==> config.mk <==
export PLATFORM = sky130hd
export DESIGN_NAME = timer_counter
export DESIGN_NICKNAME = d
export VERILOG_FILES = /design/src/rtl/timer_counter_pkg.sv /design/src/rtl/timer_counter.sv
export SDC_FILE = /design/constraint.sdc
export NUM_CORES = 1
export LEC_CHECK = 0
export BUFFER_PORTS_ARGS = -buffer_cell sky130_fd_sc_hd__clkbuf_2
export CAP_MARGIN = 15
export CORE_MARGIN = 2
export CORE_UTILIZATION = 53
export CTS_BUF_LIST = sky130_fd_sc_hd__clkbuf_4
export DETAILED_ROUTE_END_ITERATION = 6
export GPL_TIMING_DRIVEN = 0
export PLACE_DENSITY = 0.77
export SETUP_SLACK_MARGIN = 0.3
export SYNTH_ARGS = -nofsm -noshare
export SYNTH_HDL_FRONTEND = slang
export SYNTH_SLANG_ARGS = --single-unit
==> constraint.sdc <==
create_clock -name clk -period 2.2 [get_ports clk]
set_input_delay 0.44 -clock clk [delete_from_list [all_inputs] [get_ports clk]]
set_output_delay 0.44 -clock clk [all_outputs]
set_load 0.05 [all_outputs]
==> src/rtl/timer_counter_pkg.sv <==
// ---------------------------------------------------------------------------
// timer_counter_pkg
//   Shared constants for the TC device: register word indices, CTRL field
//   positions, operating modes and the down-counter FSM state type.
// ---------------------------------------------------------------------------
package timer_counter_pkg;

  // Word indices inside the 16-byte TC window
  localparam logic [1:0] ADDR_CTRL   = 2'd0;
  localparam logic [1:0] ADDR_PRESET = 2'd1;
  localparam logic [1:0] ADDR_COUNT  = 2'd2;

  // CTRL register layout: bit0 EN, bits2:1 MODE, bit3 IM
  localparam int CTRL_EN_BIT   = 0;
  localparam int CTRL_MODE_LSB = 1;
  localparam int CTRL_MODE_MSB = 2;
  localparam int CTRL_IM_BIT   = 3;
  localparam int CTRL_W        = 4;

  // Operating modes; 2 and 3 behave like one-shot
  localparam logic [1:0] MODE_ONESHOT  = 2'd0;
  localparam logic [1:0] MODE_PERIODIC = 2'd1;

  typedef enum logic [1:0] {
    ST_IDLE = 2'd0,
    ST_LOAD = 2'd1,
    ST_CNT  = 2'd2,
    ST_INT  = 2'd3
  } tcState_t;

endpackage

==> src/rtl/timer_counter.sv <==
// ---------------------------------------------------------------------------
// timer_counter
//   Memory-mapped programmable down-counter with one-shot and auto-reload
//   periodic modes, sitting behind the CPU-device bridge.
//
//   Ports:
//     clk    - system clock, all state updates on the rising edge
//     rst_n  - asynchronous active-low reset
//     addr   - word index (byte address bits [3:2])
//     we     - write strobe, already qualified by the bridge hit
//     wd     - write data
//     rd     - read data, combinational from addr and current registers
//     irq    - interrupt request = pending flag AND CTRL.IM
// ---------------------------------------------------------------------------
module timer_counter
  import timer_counter_pkg::*;
#(
  parameter int              DW         = 32,
  parameter logic [DW-1:0]   PRESET_RST = '0
) (
  input  logic          clk,
  input  logic          rst_n,
  input  logic [1:0]    addr,
  input  logic          we,
  input  logic [DW-1:0] wd,
  output logic [DW-1:0] rd,
  output logic          irq
);

  logic [CTRL_W-1:0] r_ctrl;
  logic [DW-1:0]     r_preset;
  logic [DW-1:0]     r_count;
  logic              r_irqPend;
  tcState_t          r_state;

  tcState_t          w_nextState;
  logic [DW-1:0]     w_nextCount;
  logic              w_nextPend;
  logic              w_fsmClrEn;
  logic              w_ctrlWr;
  logic              w_stopWr;
  logic              w_en;
  logic              w_periodic;

  assign w_ctrlWr   = we && (addr == ADDR_CTRL);
  assign w_stopWr   = w_ctrlWr && !wd[CTRL_EN_BIT];
  assign w_en       = r_ctrl[CTRL_EN_BIT];
  assign w_periodic = (r_ctrl[CTRL_MODE_MSB:CTRL_MODE_LSB] == MODE_PERIODIC);

  // Next-state logic for the counting FSM. The CPU has priority over the
  // FSM: any CTRL write drops the pending flag, and a write with EN=0 parks
  // the FSM in IDLE on that same edge with COUNT frozen.
  always_comb begin
    w_nextState = r_state;
    w_nextCount = r_count;
    w_nextPend  = r_irqPend;
    w_fsmClrEn  = 1'b0;
    case (r_state)
      ST_IDLE: begin
        if (w_en) w_nextState = ST_LOAD;
      end
      ST_LOAD: begin
        w_nextCount = r_preset;
        w_nextState = ST_CNT;
      end
      ST_CNT: begin
        if (!w_en) begin
          w_nextState = ST_IDLE;
        end else if (r_count > DW'(1)) begin
          w_nextCount = r_count - DW'(1);
        end else begin
          // COUNT of 0 or 1 both terminate here, so underflow cannot occur
          w_nextCount = '0;
          w_nextPend  = 1'b1;
          w_nextState = ST_INT;
        end
      end
      ST_INT: begin
        if (w_periodic) begin
          w_nextPend  = 1'b0;
          w_nextState = ST_LOAD;
        end else begin
          w_fsmClrEn  = 1'b1;
          w_nextState = ST_IDLE;
        end
      end
    endcase
    if (w_ctrlWr) w_nextPend = 1'b0;
    if (w_stopWr) begin
      w_nextState = ST_IDLE;
      w_nextCount = r_count;
    end
  end

  // FSM state, counter and pending flag
  always_ff @(posedge clk or negedge rst_n) begin
    if (!rst_n) begin
      r_state   <= ST_IDLE;
      r_count   <= '0;
      r_irqPend <= 1'b0;
    end else begin
      r_state   <= w_nextState;
      r_count   <= w_nextCount;
      r_irqPend <= w_nextPend;
    end
  end

  // CTRL register; a CPU write wins over the one-shot EN clear
  always_ff @(posedge clk or negedge rst_n) begin
    if (!rst_n) begin
      r_ctrl <= '0;
    end else if (w_ctrlWr) begin
      r_ctrl <= wd[CTRL_W-1:0];
    end else if (w_fsmClrEn) begin
      r_ctrl[CTRL_EN_BIT] <= 1'b0;
    end
  end

  // PRESET register; only sampled by the FSM in LOAD
  always_ff @(posedge clk or negedge rst_n) begin
    if (!rst_n) begin
      r_preset <= PRESET_RST;
    end else if (we && (addr == ADDR_PRESET)) begin
      r_preset <= wd;
    end
  end

  // Read mux; unused CTRL bits and the reserved word read as zero
  always_comb begin
    rd = '0;
    case (addr)
      ADDR_CTRL:   rd[CTRL_W-1:0] = r_ctrl;
      ADDR_PRESET: rd = r_preset;
      ADDR_COUNT:  rd = r_count;
      default:     rd = '0;
    endcase
  end

  assign irq = r_irqPend & r_ctrl[CTRL_IM_BIT];

endmodule

==> results of run 1 <==
[stage by stage]
stage	total power [mW]	std cells	hold WS (ns)
floorplan	4.641	436	0.1444
global placement	5.509	607	0.5099
detailed placement	5.625	608	0.4731
CTS	7.447	663	0.01317
global route	9.056	692	0.02209
finish	8.823	692	-0.01458
[power groups by stage]
stage               clock, mW  sequential, mW  combinational, mW
global placement            0            2.33               3.18
global route            0.916            2.52               5.62
finish                  0.869            2.50               5.46
detailed placement          0            2.35               3.28
CTS                     0.847            2.37               4.23
floorplan                   0            2.18               2.46
[per-layer routing]
metal	track usage	wire, um	up-vias
li1	-	-	1969
met1	0.4872	6430	2323
met2	0.6013	8539	514
met3	0.07655	2328	176
met4	0.1630	1491	0
met5	0	0	-
[layout make-up]
cell class	instances	area [um2]
Buffer	27	327.8
Clock buffer	11	82.58
Clock inverter	5	48.80
Fill cell	279	764.5
Inverter	13	58.81
Multi-Input combinational cell	325	3123
Sequential cell	71	1784
Tap cell	102	127.6
Timing Repair Buffer	138	1410
[synthesized netlist by cell type (6+ instances only)]
library cell,number
a21oi_1,18
a22oi_1,41
clkbuf_1,18
dfrtp_1,71
ha_1,10
inv_1,13
mux2_2,35
nand2_1,26
nand3_1,20
nor2_1,15
nor2b_1,30
nor3_1,13
nor4_1,8
o211ai_1,7
o21ai_0,25
o311ai_0,6
or3_1,15
[state kept, by name, summed over array words and instances, names as in the netlist]
register   count
r_preset      32
r_state        2
r_count       32
r_irqPend      1
r_ctrl         4
[worst max-delay path, stage by stage (launching register included)]
cell and delay (ns):
dfrtp_2 0.48, or3_4 0.36, or3_4 0.39, buf_6 0.16, o41ai_4 0.46, buf_4 0.25
a21oi_2 0.05, o21ai_1 0.24, o21ai_1 0.14
[timing repair]
action	4_1_cts	5_1_grt
pin swaps	51	38
gates resized for setup	194	114
hold buffers	0	0
endpoints found under the hold margin	0	0
setup buffers	35	26
cloned	4	3
setup endpoints to repair	67	69
[path summary, 6_finish.rpt]
path / depth (start not counted) / start / slack, ns / endpoint
max in group asynchronous: 2 / rst_n / 1.58 / r_count[3]
min in group clk: 2 / wd[24] / 0.23 / r_preset[24]
setup reg to reg: 8 / r_count[4] / -0.47 / r_count[17]
hold reg to reg: 1 / r_preset[2] / 0.57 / r_preset[2]
hold / removal: 1 / rst_n / -0.01 / r_preset[23]
setup / recovery: 8 / r_count[4] / -0.47 / r_count[17]
[logic make-up (layout without fill, tap and decap cells)]
logic type      Yosys count  after routing  synth area share
simple gates            146            146            0.1904
fa+ha+maj                10             10           0.02952
compound gates          134            134            0.2282
flops                    71             71            0.4191
buf+inv                  40            194           0.03984
mux                      35             35           0.09298
==> reports/qor.txt, run 1 <==
Initial antenna violation count = 0
Vias per inst = 7.199
Clock root buffer = clkbuf_4
Synthesized area per cell = 9.723 um2
First-pass GRT wire length = 24.74 mm
Seq cells post-synth = 71
Reg power frac = 0.283
Top cells by area, synth = dfrtp_1 (42%), mux2_2 (9.3%), a22oi_1 (7.3%)
TritonCTS buffer count = 9
Initial Util = 0.5486
Post-Route Utilization = 0.9011
Placed Area = 5036 um2
Power per standard cell area = 1267 nW/um2
Design Area, Final = 6963 um2
Gr usage total = 0.3733
Max frequency = 374.6 MHz
Clock Skew = 0.02466 ns
Die Area = 8729 um2
Core Rows = 32
Crit. End Element = flip-flop
Final TNS setup = -8.846 ns
Mapped Nets = 483
P_sw = 4.340 mW
Number of global-route vias before repair = 4567
Post-Route WL = 18.79 mm
Commonest non-fill, non-tap cells in the layout = dfrtp_1 (65), buf_4 (41), buf_8 (37)
Fraction of registers with async set/reset = 1.000
DRC errors left = 17
Switch share = 0.4919
GP Congestion = 0.9142
Internal power = 4.483 mW
Top-area cell type share of the netlist area = 0.4191
First-pass iteration count of the detailed router = 7
Chip Width = 93.43 um
Top Ports = 70
Outcome = finished with violations
Worst Setup Slack, final = -0.4692 ns
Violated checks = design-rule violations, negative hold slack, negative setup slack
Clk slew on worst S/H paths = 0.14 ns
CTS tree = built
Routed wire length per instance = 27.15 um
Clk pwr share = 0.098
Most common cell after layout, fill and taps aside = dfrtp_1
Synth cell types = 56
Final hold vios = 2
Final setup viols = 35
Share of cells above drive strength 1 = 0.5983
Max-Cap Viols = 0
Setup crit start kind = flip-flop
Clk buf depth = 2
Synth Instances = 436
Combinational Power Share = 0.619
Antenna Nets Post-Route = 0
Clock sink count = 71
Worst Path Class, Setup = reg2reg
Worst skew pair latency = 0.43 ns
CP max FO = 6
Sequential share of the synthesized area = 0.4191
Largest net degree at the start of global routing = 38
Die Ht = 93.43 um
Total number of vias = 4982
Worst Path Required = 2.49 ns
Post-synth top flop = dfrtp_1
Htree depth = 3
Synth Warn # = 0
Static leakage = 2.888 nW
Min-delay worst type = in2async
Slew Viols, Final = 0
Initial drt markers = 764
Nets = 632
WP data arrival = 2.95 ns
Fin crit period = 2.669 ns
Slew HR = 0.5388
Post-synth EDFFs = 0
Port Buf Inserts = 69
Period utilisation layout = 1.213
Cell taking the most area after synthesis = dfrtp_1
Fin Hold WS = -0.01458 ns
RSZ-0062 raised after global routing = true
VDD IR max = 850.3 uV
Slew of the pin with the lowest slew margin = 0.6917 ns
P&R area growth vs syn = 64.26%
Synth Cell Area = 4239 um2
Antenna fix cells = 0
DP Worst Slack = -0.5454 ns
Core box area = 7727 um2
Final HPWL DP = 9.137 mm
GRT overflow = 0
(Power assumes the default switching activity.)
==> run 2: changes to the inputs <==
--- a/config.mk
+++ b/config.mk
@@ -8,11 +8,11 @@
 export BUFFER_PORTS_ARGS = -buffer_cell sky130_fd_sc_hd__clkbuf_2
 export CAP_MARGIN = 15
 export CORE_MARGIN = 2
-export CORE_UTILIZATION = 53
+export CORE_UTILIZATION = 33
 export CTS_BUF_LIST = sky130_fd_sc_hd__clkbuf_4
 export DETAILED_ROUTE_END_ITERATION = 6
 export GPL_TIMING_DRIVEN = 0
-export PLACE_DENSITY = 0.77
+export PLACE_DENSITY = 0.51
 export SETUP_SLACK_MARGIN = 0.3
 export SYNTH_ARGS = -nofsm -noshare
 export SYNTH_HDL_FRONTEND = slang
==> run 2 against run 1 <==
  * The run ends with negative setup slack left
  * Critical endpoint is now r_count[29]
  * Worst setup slack gained 0.27 ns
  * Register-to-register slack better by 0.27 ns
  * Sequential share of layout area fell by 0.48 points
  * Maximum frequency increased by 11%
  * Non-clock buffer count up 8
  * Count of clock-buffer cells in the layout decreased by 2
==> reports/qor.txt, run 2 (synthesized netlist as in run 1, its figures left out) <==
TritonCTS buffer count = 9 (unchanged)
Worst Path Class, Setup = reg2reg (unchanged)
Routed wire length per instance = 21.09 um (was 27.15 um)
Commonest non-fill, non-tap cells in the layout = dfrtp_1 (61), clkbuf_2 (39), buf_4 (39) (was dfrtp_1 (65), buf_4 (41), buf_8 (37))
Power, Total = 8.409 mW (was 8.823 mW)
Clk buf depth = 2 (unchanged)
Nets = 640 (was 632)
Cell mode on critical path = or3_4
Share of cells above drive strength 1 = 0.5903 (was 0.5983)
WP data arrival = 2.77 ns (was 2.95 ns)
DRC errors left = 0 (was 17)
Slew Viols, Final = 0 (unchanged)
GRT overflow = 0 (unchanged)
CP max FO = 8 (was 6)
Total number of vias = 4408 (was 4982)
Port Buf Inserts = 69 (unchanged)
Min-delay worst type = in2reg (was in2async)
Hold wc startpoint = wd[5]
Top Ports = 70 (unchanged)
RSZ-0062 raised after global routing = true (unchanged)
Slew HR = 0.4836 (was 0.5388)
Slew of the pin with the lowest slew margin = 0.7746 ns (was 0.6917 ns)
P&R area growth vs syn = 67.86% (was 64.26%)
Post-Route Utilization = 0.5662 (was 0.9011)
Worst skew pair latency = 0.47 ns (was 0.43 ns)
Antenna fix cells = 0 (unchanged)
Worst path bufs/invs = 1 (was 2)
Largest stage delay, worst path = 0.45 ns (was 0.48 ns)
Clk slew on worst S/H paths = 0.12 ns (was 0.14 ns)
Core Rows = 41 (was 32)
Initial antenna violation count = 0 (unchanged)
VDD IR max = 685.4 uV (was 850.3 uV)
Initial Util = 0.3373 (was 0.5486)
Final hold vios = 0 (was 2)
Antenna Nets Post-Route = 0 (unchanged)
Max frequency = 417.3 MHz (was 374.6 MHz)
First-pass GRT wire length = 24.97 mm (was 24.74 mm)
Most common cell after layout, fill and taps aside = dfrtp_1 (unchanged)
First-pass iteration count of the detailed router = 6 (was 7)
Fin crit period = 2.396 ns (was 2.669 ns)
Crit-path slowest cell = o41a_4 (was dfrtp_2)
Clock sink count = 71 (unchanged)
Number of global-route vias before repair = 4471 (was 4567)
Biggest regs = r_count (32), r_preset (32), r_ctrl (4) (unchanged)
Period utilisation layout = 1.089 (was 1.213)
Largest net degree at the start of global routing = 39 (was 38)
Critical Path, Cell by Cell = or3_4, or3_4, buf_6, o41a_4, o211ai_1, o41ai_1, a221o_1 (was or3_4, or3_4, buf_6, o41ai_4, buf_4, a21oi_2, o21ai_1, o21ai_1)
Htree depth = 3 (unchanged)
GP Congestion = 0.8947 (was 0.9142)
Max-Cap Viols = 0 (unchanged)
CTS tree = built (unchanged)
Worst Path Required = 2.57 ns (was 2.49 ns)
Worst Setup SP = r_count[3] (was r_count[4])
Outcome = finished with violations (unchanged)
Final TNS setup = -3.854 ns (was -8.846 ns)
Die Ht = 117.3 um (was 93.43 um)
Violated checks = negative setup slack (was design-rule violations, negative hold slack, negative setup slack)
Clock root buffer = clkbuf_4 (unchanged)
Core box area = 12570 um2 (was 7727 um2)
Worst Setup Slack, final = -0.1965 ns (was -0.4692 ns)
Post-Route WL = 16.24 mm (was 18.79 mm)
RR Startpoint = r_count[3] (was r_count[4])
Final HPWL DP = 9.924 mm (was 9.137 mm)
Initial drt markers = 357 (was 764)
Vias per inst = 5.725 (was 7.199)
Die Area = 13770 um2 (was 8729 um2)
Clock Skew = 0.01782 ns (was 0.02466 ns)
Final setup viols = 35 (unchanged)
Power per standard cell area = 1182 nW/um2 (was 1267 nW/um2)
Chip Width = 117.3 um (was 93.43 um)
Setup crit start kind = flip-flop (unchanged)
Crit. End Element = flip-flop (unchanged)
Static leakage = 2.902 nW (was 2.888 nW)
Critical path's top delay family = compound AO/OA/AOI/OAI gates (unchanged)
Gr usage total = 0.2316 (was 0.3733)
-- run 2: through the flow --
stage                     instance area [um2]  worst slack (ns)  hold WS (ns)  cells
after floorplan                          4541          -0.03958        0.1444    436
after global placement                   5101           -0.5543        0.5206    677
after detailed placement                 5124           -0.5372        0.4741    678
after CTS                                6596           -0.1616        0.1710    741
after global routing                     7116           -0.2318        0.1728    770
final                                    7116           -0.1965        0.1896    770
-- run 2: report_power, final --
| group | switching [mW] | internal [mW] |
|---|---|---|
| combinational | 2.78 | 2.35 |
| sequential | 0.669 | 1.78 |
| clock | 0.507 | 0.326 |
| total | 3.96 | 4.45 |
-- run 2: worst paths after layout --
check	endpoint	slack, ns	cells past startpoint
max reg2reg	r_count[29]	-0.20	7
min reg2reg	r_count[19]	0.56	2
max in group asynchronous	r_count[10]	1.08	3
min in group asynchronous	r_count[27]	0.49	2
max	r_count[29]	-0.20	7
min	r_preset[5]	0.19	2
-- run 2: layer usage --
layer / global-route usage / part of all wire
met4: 0.08961 / 0.033
met1: 0.3055 / 0.43
met3: 0.04718 / 0.061
met5: 0 / 0
met2: 0.3739 / 0.48
-- run 2: layout make-up --
class                           instances  area (um2)
Clock buffer                            9       67.56
Inverter                               13       61.31
Multi-Input combinational cell        325        3085
Timing Repair Buffer                  146        1510
Clock inverter                          7       53.80
Sequential cell                        71        1789
Fill cell                            1075        5453
Tap cell                              172       215.2
Buffer                                 27       332.8
-- run 2: repair_timing --
action	in CTS	in global routing
cloned	2	3
pin swaps	55	47
setup buffers	44	26
setup endpoints to repair	67	69
endpoints found under the hold margin	33	0
hold buffers	1	0
gates resized for setup	211	92
==> run 3: changes to the inputs <==
--- a/config.mk
+++ b/config.mk
@@ -8,11 +8,11 @@
 export BUFFER_PORTS_ARGS = -buffer_cell sky130_fd_sc_hd__clkbuf_2
 export CAP_MARGIN = 15
 export CORE_MARGIN = 2
-export CORE_UTILIZATION = 33
+export CORE_UTILIZATION = 50
 export CTS_BUF_LIST = sky130_fd_sc_hd__clkbuf_4
 export DETAILED_ROUTE_END_ITERATION = 6
 export GPL_TIMING_DRIVEN = 0
-export PLACE_DENSITY = 0.51
+export PLACE_DENSITY = 0.73
 export SETUP_SLACK_MARGIN = 0.3
 export SYNTH_ARGS = -nofsm -noshare
 export SYNTH_HDL_FRONTEND = slang
==> run 3 against run 2 <==
  * Sequential cell count did not move
  * The flow finishes with violations (design-rule violations, negative hold slack, negative setup slack)
  * Die area shrank 33%
  * Largest power group unchanged
  * Clock power up 14%
  * Sequential power rose by 4%
  * Clock skew barely moved
==> reports/qor.txt, run 3 (synthesized netlist as in run 1, its figures left out) <==
Outcome = finished with violations (unchanged)
Violated checks = design-rule violations, negative hold slack, negative setup slack (was negative setup slack)
Worst Path Required = 2.56 ns (was 2.57 ns)
CTS tree = built (unchanged)
GRT overflow = 0 (unchanged)
Power per standard cell area = 1272 nW/um2 (was 1182 nW/um2)
WP data arrival = 2.90 ns (was 2.77 ns)
Core box area = 8217 um2 (was 12570 um2)
Clock sink count = 71 (unchanged)
Uppermost routed layer = met4 (unchanged)
Reg2Reg Setup Slack = -0.34 ns (was -0.20 ns)
Clk slew on worst S/H paths = 0.12 ns (about the same)
Post-Route WL = 18.48 mm (was 16.24 mm)
Number of global-route vias before repair = 4673 (was 4471)
Nets = 632 (was 640)
Htree depth = 3 (unchanged)
CP max FO = 4 (was 8)
First-pass GRT wire length = 25.20 mm (was 24.97 mm)
RSZ-0062 raised after global routing = true (unchanged)
Die Area = 9230 um2 (was 13770 um2)
Most common cell after layout, fill and taps aside = dfrtp_1 (unchanged)
Worst Setup Slack, final = -0.3436 ns (was -0.1965 ns)
GP Congestion = 0.9385 (was 0.8947)
Antenna Nets Post-Route = 0 (unchanged)
Static leakage = 2.934 nW (was 2.902 nW)
P&R area growth vs syn = 66.41% (was 67.86%)
Final hold vios = 35 (was 0)
Post-Route Utilization = 0.8585 (was 0.5662)
WL met2 = 8.648 mm (was 7.820 mm)
Period utilisation layout = 1.156 (was 1.089)
DP Worst Slack = -0.4921 ns (was -0.5372 ns)
Gr usage total = 0.3714 (was 0.2316)
Port Buf Inserts = 69 (unchanged)
Worst skew pair latency = 0.47 ns (about the same)
RR Startpoint = r_count[3] (unchanged)
Internal power = 4.558 mW (was 4.453 mW)
Routed wire length per instance = 26.62 um (was 21.09 um)
DR WL met3 = 2.123 mm (was 985 um)
Design Area, Final = 7054 um2 (was 7116 um2)
Top Ports = 70 (unchanged)
Fin Hold WS = -0.03430 ns (was 0.1896 ns)
Initial drt markers = 711 (was 357)
Reg power frac = 0.284 (was 0.291)
Slew Viols, Final = 0 (unchanged)
P_sw = 4.414 mW (was 3.955 mW)
Final HPWL DP = 8.882 mm (was 9.924 mm)
Placed Area = 5040 um2 (was 5124 um2)
Switch share = 0.4920 (was 0.4704)
Biggest regs = r_count (32), r_preset (32), r_ctrl (4) (unchanged)
Crit. End Element = flip-flop (unchanged)
Fin crit period = 2.544 ns (was 2.396 ns)
Largest net degree at the start of global routing = 37 (was 39)
Worst Path Class, Setup = reg2reg (unchanged)
Max frequency = 393.1 MHz (was 417.3 MHz)
Die Ht = 96.08 um (was 117.3 um)
Power, Total = 8.972 mW (was 8.409 mW)
Chip Width = 96.08 um (was 117.3 um)
Clk buf depth = 2 (unchanged)
Final setup viols = 36 (was 35)
Final TNS setup = -8.823 ns (was -3.854 ns)
Total number of vias = 4931 (was 4408)
Initial antenna violation count = 0 (unchanged)
VDD IR max = 806.4 uV (was 685.4 uV)
Clock root buffer = clkbuf_4 (unchanged)
DRC errors left = 1 (was 0)
Slew of the pin with the lowest slew margin = 0.5734 ns (was 0.7746 ns)
First-pass iteration count of the detailed router = 7 (was 6)
Antenna fix cells = 0 (unchanged)
Max-Cap Viols = 0 (unchanged)
Placed cell count = 611 (was 678)
Commonest non-fill, non-tap cells in the layout = dfrtp_1 (63), clkbuf_2 (38), buf_8 (35), buf_4 (35), mux2_2 (35) (was dfrtp_1 (61), clkbuf_2 (39), buf_4 (39))
Min-delay worst type = in2async (was in2reg)
Slew HR = 0.6177 (was 0.4836)
Initial Util = 0.5159 (was 0.3373)
Clock Skew = 0.01759 ns (was 0.01782 ns)
Setup crit start kind = flip-flop (unchanged)
Vias per inst = 7.105 (was 5.725)
Share of cells above drive strength 1 = 0.5993 (was 0.5903)
Cells on worst reg2reg path = 10 (was 7)
Finished Layout Cells = 694 (was 770)
Clk pwr share = 0.106 (was 0.099)
Core Rows = 33 (was 41)
R2R Path End = r_irqPend (was r_count[29])
Combinational Power Share = 0.610 (about the same)
TritonCTS buffer count = 9 (unchanged)
WL met1 = 6.454 mm (was 6.907 mm)
run 3: what timing repair did:
item	CTS	global route
buffers inserted	39	23
setup endpoints to repair	67	72
gates cloned	4	2
pin swaps	54	42
gates resized for setup	197	115
hold buffers	0	0
run 3: area by class of cell:
class / instances / area, um2
fill: 380 / 1162
tap: 105 / 131.4
inverter: 13 / 63.81
multi-input combinational: 325 / 3144
timing repair buffer: 138 / 1456
clock buffer: 9 / 67.56
sequential: 71 / 1787
buffer: 27 / 327.8
clock inverter: 6 / 76.32
run 3: critical path, cell delays in order (launching register included):
cell,delay [ns]
dfrtp_2,0.46
or3_4,0.43
or3_1,0.37
buf_6,0.16
buf_6,0.12
nor3_4,0.20
buf_6,0.15
buf_4,0.10
a31oi_1,0.08
o21ai_0,0.23
a21boi_1,0.13
run 3: metal layers:
layer | global-route usage | vias up
li1 | - | 1967
met1 | 0.4505 | 2371
met2 | 0.5677 | 442
met3 | 0.1253 | 151
met4 | 0.2298 | 0
met5 | 0 | -
run 3: power groups by stage:
stage / logic, mW / registers, mW / clock network (mW)
global placement: 3.14 / 2.33 / 0
detailed placement: 3.22 / 2.36 / 0
global route: 5.66 / 2.57 / 1.01
finish: 5.47 / 2.55 / 0.951
floorplan: 2.46 / 2.18 / 0
CTS: 4.27 / 2.38 / 0.921
run 3: how the worst max path moves through the flow:
stage / startpoint / to / slack [ns] / depth (start not counted)
2_1_floorplan: r_count[7] / r_count[27] / -0.04 / 6
3_3_place_gp: r_count[20] / r_count[6] / -0.47 / 7
3_5_place_dp: r_count[20] / r_count[6] / -0.49 / 7
4_1_cts: r_count[7] / r_count[29] / -0.16 / 7
5_1_grt: r_count[3] / r_irqPend / -0.41 / 10
6_report: r_count[3] / r_irqPend / -0.34 / 10
